### config.mk
export PLATFORM = sky130hd
export DESIGN_NAME = cheri_cst_seq
export DESIGN_NICKNAME = d
export VERILOG_FILES = /design/src/rtl/cap_pkg.sv /design/src/rtl/cap_bounds_check.sv /design/src/rtl/cheri_cst_seq.sv
export SDC_FILE = /design/constraint.sdc
export NUM_CORES = 1
export LEC_CHECK = 0
export ABC_AREA = 1
export CORE_UTILIZATION = 35
export CTS_BUF_LIST = sky130_fd_sc_hd__clkbuf_2 sky130_fd_sc_hd__clkbuf_4 sky130_fd_sc_hd__clkbuf_8
export CTS_CLUSTER_DIAMETER = 150
export DETAILED_ROUTE_END_ITERATION = 8
export GPL_ROUTABILITY_DRIVEN = 0
export GPL_TIMING_DRIVEN = 1
export PLACE_DENSITY_LB_ADDON = 0.2
export SYNTH_ARGS = -nofsm -noshare
export SYNTH_HDL_FRONTEND = slang
export SYNTH_SLANG_ARGS = --single-unit
### constraint.sdc
create_clock -name r_clk -period 3.9 [get_ports r_clk]
set_input_delay 0.78 -clock r_clk [delete_from_list [all_inputs] [get_ports r_clk]]
set_output_delay 0.78 -clock r_clk [all_outputs]
set_load 0.02 [all_outputs]
### src/rtl/cap_pkg.sv
// Shared capability-transfer constants for the CSTcso and CLDcso paths.
// Word offsets describe the 12-word in-memory capability layout.
package cap_pkg;

  localparam int CAP_WORDS = 12;

  localparam logic [3:0] CAP_W_BASE_LO  = 4'd0;
  localparam logic [3:0] CAP_W_BASE_HI  = 4'd1;
  localparam logic [3:0] CAP_W_LEN_LO   = 4'd2;
  localparam logic [3:0] CAP_W_LEN_HI   = 4'd3;
  localparam logic [3:0] CAP_W_CUR_LO   = 4'd4;
  localparam logic [3:0] CAP_W_CUR_HI   = 4'd5;
  localparam logic [3:0] CAP_W_PERMS    = 4'd6;
  localparam logic [3:0] CAP_W_PERMS_HI = 4'd7;
  localparam logic [3:0] CAP_W_ATTR     = 4'd8;
  localparam logic [3:0] CAP_W_ATTR_HI  = 4'd9;
  localparam logic [3:0] CAP_W_TAG      = 4'd10;
  localparam logic [3:0] CAP_W_TAG_HI   = 4'd11;

  localparam logic [1:0] CAP_FLT_TAG    = 2'd0;
  localparam logic [1:0] CAP_FLT_PERM   = 2'd1;
  localparam logic [1:0] CAP_FLT_BOUNDS = 2'd2;

  localparam int CAP_PERM_SC_BIT = 2;
  localparam int CAP_PERM_LC_BIT = 3;

  typedef enum logic [2:0] {
    ST_IDLE,
    ST_CHECK,
    ST_WRITE,
    ST_DONE,
    ST_FAULT
  } cst_state_e;

endpackage

### src/rtl/cap_bounds_check.sv
// Combinational access-window check: [addr, addr+nwords) inside [base, base+len).
// One extra bit on both sides so neither sum can wrap.
module cap_bounds_check #(
  parameter int ADDR_W = 48
) (
  input  logic [ADDR_W-1:0] addr,
  input  logic [ADDR_W-1:0] base,
  input  logic [ADDR_W-1:0] len,
  input  logic [ADDR_W-1:0] nwords,
  output logic              in_bounds
);

  logic [ADDR_W:0] acc_end;
  logic [ADDR_W:0] cap_end;
  logic            lo_ok;

  assign acc_end   = {1'b0, addr} + {1'b0, nwords};
  assign cap_end   = {1'b0, base} + {1'b0, len};
  assign lo_ok     = {1'b0, addr} >= {1'b0, base};
  assign in_bounds = lo_ok && (acc_end <= cap_end);

endmodule

### src/rtl/cheri_cst_seq.sv
// CSTcso store sequencer: snapshot, tag/perm/bounds check, then
// 12 serial data-memory writes of the capability value.
module cheri_cst_seq
  import cap_pkg::*;
#(
  parameter int ADDR_W      = 48,
  parameter int DATA_W      = 24,
  parameter int PERM_SC_BIT = CAP_PERM_SC_BIT
) (
  input  logic              r_clk,
  input  logic              r_rst,
  input  logic              i_start,
  input  logic [ADDR_W-1:0] i_addr,
  input  logic [ADDR_W-1:0] i_auth_base,
  input  logic [ADDR_W-1:0] i_auth_len,
  input  logic [DATA_W-1:0] i_auth_perms,
  input  logic              i_auth_tag,
  input  logic [ADDR_W-1:0] i_cap_base,
  input  logic [ADDR_W-1:0] i_cap_len,
  input  logic [ADDR_W-1:0] i_cap_cur,
  input  logic [DATA_W-1:0] i_cap_perms,
  input  logic [DATA_W-1:0] i_cap_attr,
  input  logic              i_cap_tag,
  output logic              o_busy,
  output logic              o_done,
  output logic              o_fault,
  output logic [1:0]        o_fault_code,
  output logic              o_mem_req,
  output logic [ADDR_W-1:0] o_mem_addr,
  output logic [DATA_W-1:0] o_mem_wdata,
  input  logic              i_mem_ack
);

  localparam logic [ADDR_W-1:0] NWORDS   = ADDR_W'(CAP_WORDS);
  localparam logic [3:0]        LAST_IDX = 4'(CAP_WORDS - 1);

  cst_state_e state, nxt;
  logic [3:0] idx, idx_nxt;
  logic       load;

  logic [ADDR_W-1:0] s_addr;
  logic [ADDR_W-1:0] s_auth_base;
  logic [ADDR_W-1:0] s_auth_len;
  logic [DATA_W-1:0] s_auth_perms;
  logic              s_auth_tag;
  logic [ADDR_W-1:0] s_cap_base;
  logic [ADDR_W-1:0] s_cap_len;
  logic [ADDR_W-1:0] s_cap_cur;
  logic [DATA_W-1:0] s_cap_perms;
  logic [DATA_W-1:0] s_cap_attr;
  logic              s_cap_tag;

  logic              in_bounds;
  logic              perm_ok;
  logic              chk_ok;
  logic [1:0]        chk_code;
  logic [DATA_W-1:0] word;
  logic              unused_perms;

  assign unused_perms = ^s_auth_perms;

  cap_bounds_check #(
    .ADDR_W(ADDR_W)
  ) u_bounds (
    .addr     (s_addr),
    .base     (s_auth_base),
    .len      (s_auth_len),
    .nwords   (NWORDS),
    .in_bounds(in_bounds)
  );

  assign perm_ok = s_auth_perms[PERM_SC_BIT];
  assign chk_ok  = s_auth_tag && perm_ok && in_bounds;

  // Tag outranks permission, which outranks bounds.
  always_comb begin
    chk_code = CAP_FLT_BOUNDS;
    if (!s_auth_tag) begin
      chk_code = CAP_FLT_TAG;
    end else if (!perm_ok) begin
      chk_code = CAP_FLT_PERM;
    end
  end

  always_comb begin
    word = '0;
    unique case (idx)
      CAP_W_BASE_LO:  word = s_cap_base[DATA_W-1:0];
      CAP_W_BASE_HI:  word = s_cap_base[2*DATA_W-1:DATA_W];
      CAP_W_LEN_LO:   word = s_cap_len[DATA_W-1:0];
      CAP_W_LEN_HI:   word = s_cap_len[2*DATA_W-1:DATA_W];
      CAP_W_CUR_LO:   word = s_cap_cur[DATA_W-1:0];
      CAP_W_CUR_HI:   word = s_cap_cur[2*DATA_W-1:DATA_W];
      CAP_W_PERMS:    word = s_cap_perms;
      CAP_W_PERMS_HI: word = '0;
      CAP_W_ATTR:     word = s_cap_attr;
      CAP_W_ATTR_HI:  word = '0;
      CAP_W_TAG:      word = {{(DATA_W-1){1'b0}}, s_cap_tag};
      CAP_W_TAG_HI:   word = '0;
      default:        word = '0;
    endcase
  end

  always_ff @(posedge r_clk or negedge r_rst) begin
    if (!r_rst) begin
      state        <= ST_IDLE;
      idx          <= '0;
      s_addr       <= '0;
      s_auth_base  <= '0;
      s_auth_len   <= '0;
      s_auth_perms <= '0;
      s_auth_tag   <= 1'b0;
      s_cap_base   <= '0;
      s_cap_len    <= '0;
      s_cap_cur    <= '0;
      s_cap_perms  <= '0;
      s_cap_attr   <= '0;
      s_cap_tag    <= 1'b0;
    end else begin
      state <= nxt;
      idx   <= idx_nxt;
      if (load) begin
        s_addr       <= i_addr;
        s_auth_base  <= i_auth_base;
        s_auth_len   <= i_auth_len;
        s_auth_perms <= i_auth_perms;
        s_auth_tag   <= i_auth_tag;
        s_cap_base   <= i_cap_base;
        s_cap_len    <= i_cap_len;
        s_cap_cur    <= i_cap_cur;
        s_cap_perms  <= i_cap_perms;
        s_cap_attr   <= i_cap_attr;
        s_cap_tag    <= i_cap_tag;
      end
    end
  end

  // Outputs decode from state so an async reset clears them at once.
  always_comb begin
    nxt          = state;
    idx_nxt      = idx;
    load         = 1'b0;
    o_busy       = 1'b0;
    o_done       = 1'b0;
    o_fault      = 1'b0;
    o_fault_code = 2'b0;
    o_mem_req    = 1'b0;
    o_mem_addr   = '0;
    o_mem_wdata  = '0;
    unique case (state)
      ST_IDLE: begin
        if (i_start) begin
          load = 1'b1;
          nxt  = ST_CHECK;
        end
      end
      ST_CHECK: begin
        o_busy  = 1'b1;
        idx_nxt = '0;
        nxt     = chk_ok ? ST_WRITE : ST_FAULT;
      end
      ST_WRITE: begin
        o_busy      = 1'b1;
        o_mem_req   = 1'b1;
        o_mem_addr  = s_addr + ADDR_W'(idx);
        o_mem_wdata = word;
        if (i_mem_ack) begin
          if (idx == LAST_IDX) begin
            nxt = ST_DONE;
          end else begin
            idx_nxt = idx + 4'd1;
          end
        end
      end
      ST_DONE: begin
        o_busy = 1'b1;
        o_done = 1'b1;
        nxt    = ST_IDLE;
      end
      ST_FAULT: begin
        o_busy       = 1'b1;
        o_fault      = 1'b1;
        o_fault_code = chk_code;
        nxt          = ST_IDLE;
      end
      default: nxt = ST_IDLE;
    endcase
  end

endmodule
# After elaboration in Yosys (flattened, before gate mapping)
# Index checks and enable logic that the tools add are counted.
[totals]
register_bits = 348
input_bits = 366
out_inout_bits = 78
[op_classes]
n_addsub = 4
order_cmp = 2
eq_ne = 17
n_mux = 20
n_reduce_logical = 9
[op_table]
columns = ["cell", "n"]
rows = [
  ["$pmux 24 s9", 1],
  ["$add 48x4->49 const B", 1],
  ["$add 48x48->49", 1],
  ["$le 49x49->1", 1],
  ["$add 48x4->48", 1],
  ["$ge 48x48->1", 1],
  ["$mux 48", 1],
  ["$mux 24", 1],
  ["$eq 4x3->1 const B", 3],
  ["$eq 4x4->1 const B", 3],
  ["$mux 3", 4],
  ["$pmux 3 s3", 1],
  ["$eq 4x2->1 const B", 2],
  ["$mux 4", 2],
  ["$ne 2x2->1 const B", 4],
  ["$pmux 4 s2", 1],
  ["$eq 3x2->1 const B", 2],
  ["$mux 1", 6],
  ["$mux 2", 3],
  ["$reduce_and 3->1", 2],
  ["$add 4x1->4 const B", 1],
  ["$eq 4x1->1 const B", 1],
  ["$logic_not 4->1", 1],
  ["$reduce_or 4->1", 1],
  ["5 further kinds", 7],
]

# Logic depth before layout (Yosys ltp)
[depth]
word_depth = 6
ltp_mapped = 27
mapped_depth_nobuf = 27

# By module
# A second synthesis with hierarchy kept.
[unflattened]
hier_cells = 3464
hier_area_um2 = 26342.8
[by_module_without_submodules]
columns = ["module", "instances", "cells_per_inst", "area_per_inst_um2"]
rows = [
  ["cheri_cst_seq", 1, 1639, 16696.0],
  ["cap_bounds_check", 1, 1825, 9646.8],
]

# Worst setup path after synthesis
# No wires, ideal clock.
[synth_timing]
path_type = "reg-to-reg"
from = "register s_auth_base[0]"
to = "register state[1]"
setup_time_ns = 0.130
t_arrival_ns = 3.151
required_time_ns = 3.770
slack_ns = 0.619
stages_incl_launch_ff = 27
n_path_buf = 0
period_less_slack_ns = 3.281
path_cell_list = "dfrtp_1 -> ha_1 -> fa_1 -> nand3_1 -> nand2_1 -> nand2_1 -> nand2_1 -> nand2_1 -> nand2_1 -> a21oi_1 -> inv_1 -> nand2_1 -> nand3_1 -> nand2_1 -> nand2_1 -> ha_1 -> nand2_1 -> nor2_1 -> nand2_1 -> nor2_1 -> nand2_1 -> nor2_1 -> nand2_1 -> nand3_1 -> nand2_1 -> nand4_1 -> nand2_1"
[synth_via]
elab_chain_cells = 6
[synth_lines]
columns = ["item", "line", "rtl"]
rows = [
  ["from (decl)", "cheri_cst_seq.sv:42", "logic [ADDR_W-1:0] s_auth_base;"],
  ["from (signal assigned)", "cheri_cst_seq.sv:124", "s_auth_base <= i_auth_base;"],
  ["$add 48x48->49", "cap_bounds_check.sv:18", "assign cap_end = {1'b0, base} + {1'b0, len};"],
  ["$le 49x49->1", "cap_bounds_check.sv:20", "assign in_bounds = lo_ok && (acc_end <= cap_end);"],
  ["$logic_and 1x1->1 (*)", "cap_bounds_check.sv:20", ""],
  ["$logic_and 1x1->1 (*)", "cheri_cst_seq.sv:73", "assign chk_ok = s_auth_tag && perm_ok && in_bounds;"],
  ["$mux 3 (*)", "cheri_cst_seq.sv:160", "nxt = chk_ok ? ST_WRITE : ST_FAULT;"],
  ["$pmux 3 s3 (*)", "cheri_cst_seq.sv:150", "unique case (state)"],
  ["to (signal assigned)", "cheri_cst_seq.sv:120", "state <= nxt;"],
  ["to (decl)", "cheri_cst_seq.sv:37", "cst_state_e state, nxt;"],
]
# Every way passes the cells marked *; elsewhere a longest branch is shown, timed or not.
# A chain may end at the register's enable or synchronous reset.

# Worst setup path after layout
[layout_timing]
from = "register s_addr[2]"
to = "output port o_mem_addr[29]"
[layout_via]
elab_chain_cells = 2
[layout_lines]
columns = ["item", "line", "rtl"]
rows = [
  ["from (decl)", "cheri_cst_seq.sv:41", "logic [ADDR_W-1:0] s_addr;"],
  ["from (signal assigned)", "cheri_cst_seq.sv:123", "s_addr <= i_addr;"],
  ["$add 48x4->48", "cheri_cst_seq.sv:165", "o_mem_addr = s_addr + ADDR_W'(idx);"],
  ["$mux 48", "cheri_cst_seq.sv:150", ""],
  ["to (decl)", "cheri_cst_seq.sv:29", "output logic [ADDR_W-1:0] o_mem_addr,"],
]
# No other way between the ends.

==> flow_summary_export.csv <==
group,metric,value,unit
run_status,status,"complete, no violations",
synth,ys.flop_type,"dfrtp_1",
floorplanning,die_h,254,µm
drt,detail-route-antenna-nets,0,
floorplanning,core_area,63000,µm²
synth,async_flop_share,100,%
global_route,grt_pass1_wl,127,mm
sta,setup-violations-final,0,
sta,setup-tns-final,0,ns
sta,worst_slack,0.0930,ns
global_route,gr-total-overflow,0,
drt,route.vias.total,21071,
synth,syn_area,22300,µm²
sta,period_needed,3.81,ns
clock_tree,clkSinkCount,346,
drt,viasPerCell,5.21,
setup_path,end_kind,"output pin",
sta,hold_viol,0,
global_route,antenna_found_initial,7,
synth,yosysWarningCount,0,
cells_and_area,final_cell_mix,"441 x nand2_1, 352 x clkdlybuf4s50_1, 334 x dfrtp_1",
clock_tree,clk_latency,0.66,ns
floorplanning,fp.dieArea,64700,µm²
cells_and_area,layout_commonest_cell,"nand2_1",
setup_path,start_kind,"flop",
power,p_leak,13.7,nW
sta,worst_slew_pin_slew,0.905,ns
floorplanning,start_util,35.4,%
synth,syn_nets,3164,
global_route,grt_pass1_vias,21664,
setup_path,path_class,"reg2out",
global_route,track_usage,26.2,%
power,ir_worst_vdd,0.405,mV
drt,routed_wl,85.2,mm
placed_design,preCtsSetupSlack,0.0752,ns
placed_design,portBuffers,420,
synth,synth_top_cell_by_area,"dfrtp_1",
setup_path,cp.arrival,3.03,ns
cells_and_area,final_net_count,3677,
cells_and_area,drive_gt1_share,18.2,%
synth,synth_cells,2642,
drt,drc_errors,0,
clock_tree,cts_tree,"built",
sta,fmax,263,MHz
sta,min_period_over_period,97.6,%
clock_tree,cts_htree_levels,3,
synth,syn_avg_cell_area,8.44,µm²
placed_design,dp_hpwl,68.0,mm
synth,yosysSeqAreaShare,38.8,%
cells_and_area,fillers,6184,
min_path,worst_hold_path_type,"in2async",
sta,grt_setup_unrepaired,"no",
synth,synth_edf_count,0,
cells_and_area,syn_to_final_growth,33.1,%
drt,dr.pass1.iters,6,
drt,drt_iter0_drc,1389,
power,power.total,27.7,mW
synth,ys_ff_latch,346,
clock_tree,clk_pin_slew,0.06,ns
global_route,grt_max_degree,98,
floorplanning,ios,444,
sta,finalClockSkew,0.0375,ns
setup_path,required,3.12,ns
clock_tree,cts_buffers,68,
synth,synth.area.top_cells,"dfrtp_1 39%, mux2_2 12%, ha_1 8.6%",
sta,slew_headroom,39.7,%
synth,synthDistinctLibCells,56,
clock_tree,cts-root-buf,"clkbuf_8",
setup_path,path_max_fanout,6,
cells_and_area,final_util,47.2,%
clock_tree,cts_max_path_buffers,3,
power,p_per_area,934,nW/µm²
sta,slew_violations,0,
synth,synth_top_area_share,38.8,%
floorplanning,rows,92,
run,drv_cap,0,
drt,wl_per_cell,21.0,µm
floorplanning,fp.dieW,254,µm
[layer usage]
layer,part of all wire (%),global-route usage [%],vias to the layer above
li1,-,-,9901
met1,40,31.6,10178
met2,48,44.5,799
met3,7.6,6.35,181
met4,3.8,10.5,12
met5,0.094,0,-
[final timing paths]
check / cells past startpoint / startpoint / slack, ns / to
worst min-delay path: 1 / r_rst / 0.11 / s_addr[5]
worst max register to register: 23 / s_auth_base[6] / 0.18 / state[2]
worst min register to register: 1 / s_cap_base[8] / 0.50 / s_cap_base[8]
max in group asynchronous: 2 / r_rst / 2.72 / s_addr[21]
worst max-delay path: 13 / s_addr[2] / 0.09 / o_mem_addr[29]
min in group r_clk: 1 / s_cap_base[8] / 0.50 / s_cap_base[8]
[cell type report]
| class | count | area (µm²) | area share [%] |
|---|---|---|---|
| Multi-Input combinational cell | 1927 | 12400 | 41.8 |
| Sequential cell | 346 | 8670 | 29.2 |
| Timing Repair Buffer | 518 | 4970 | 16.8 |
| Clock buffer | 100 | 1250 | 4.21 |
| Inverter | 294 | 1120 | 3.76 |
| Tap cell | 846 | 1060 | 3.57 |
| Clock inverter | 16 | 198 | 0.666 |
| Antenna cell | 1 | 2.50 | 0.00843 |
[Yosys cell counts (4+ instances only)]
master / number
nand2_1: 448
dfrtp_1: 346
nor2_1: 337
inv_1: 288
a21oi_1: 255
mux2_2: 235
ha_1: 154
o21ai_0: 86
nand3_1: 78
xor2_1: 66
buf_2: 43
nor3_1: 40
nand4_1: 39
a221oi_1: 33
clkbuf_1: 26
xnor2_1: 26
a31oi_1: 14
nor2_2: 10
o21bai_1: 10
a211oi_1: 8
a21o_1: 8
a21boi_0: 7
a22o_1: 7
nand2_2: 6
nor4_1: 6
buf_1: 5
inv_2: 5
nor2_4: 5
nor3_2: 5
o22ai_1: 5
and3_1: 4
o21a_1: 4
[flip-flops by register name (all words and copies together) (netlist names)]
name          flops
idx               4
s_addr           48
s_auth_base      48
s_auth_len       48
s_auth_perms      1
s_auth_tag        1
s_cap_attr       24
s_cap_base       48
s_cap_cur        48
s_cap_len        48
s_cap_perms      24
s_cap_tag         1
state             3
[cell families after synthesis]
| group | synth area share, % |
|---|---|
| AO/OA/AOI/OAI | 11.4 |
| XOR/XNOR | 3.61 |
| adder cells (fa/ha/maj) | 8.82 |
| buffers and inverters | 6.47 |
| flip-flops | 38.8 |
| multiplexers | 11.9 |
| AND/OR/NAND/NOR | 19.0 |
[worst max-delay path, cell delays in order, from the launching register on]
cell             delay, ns
dfrtp_2               0.45
ha_4                  0.30
nand3_1               0.07
nand2_1               0.09
nand2_1               0.06
nand2_1               0.10
nand2_2               0.11
inv_2                 0.11
nand2_4               0.09
nor3_4                0.19
buf_6                 0.15
o21ai_0               0.07
a21oi_1               0.26
clkdlybuf4s15_2       0.31
[per-stage QoR]
step / cells / cell area, µm² / hold slack [ns]
2_1_floorplan: 2642 / 22300 / 0.456
3_3_place_gp: 3919 / 28000 / 0.473
3_5_place_dp: 3919 / 28000 / 0.493
4_1_cts: 4045 / 29600 / 0.131
5_1_grt: 4047 / 29700 / 0.164
6_report: 4048 / 29700 / 0.105
[power breakdown]
group | internal [mW] | switching (mW)
Sequential | 5.42 | 1.43
Combinational | 6.84 | 10.1
Clock | 2.22 | 1.72
[timing repair]
| item | CTS | global route |
|---|---|---|
| pin swaps | 5 | 4 |
| endpoints found under the setup margin | 58 | 30 |
| setup buffers | 10 | 2 |
| hold buffers | 0 | 0 |
| gates resized for setup | 126 | 53 |
| cloned | 0 | 0 |
| endpoints found under the hold margin | 0 | 0 |
No activity file was read; power rests on OpenSTA's default activity.
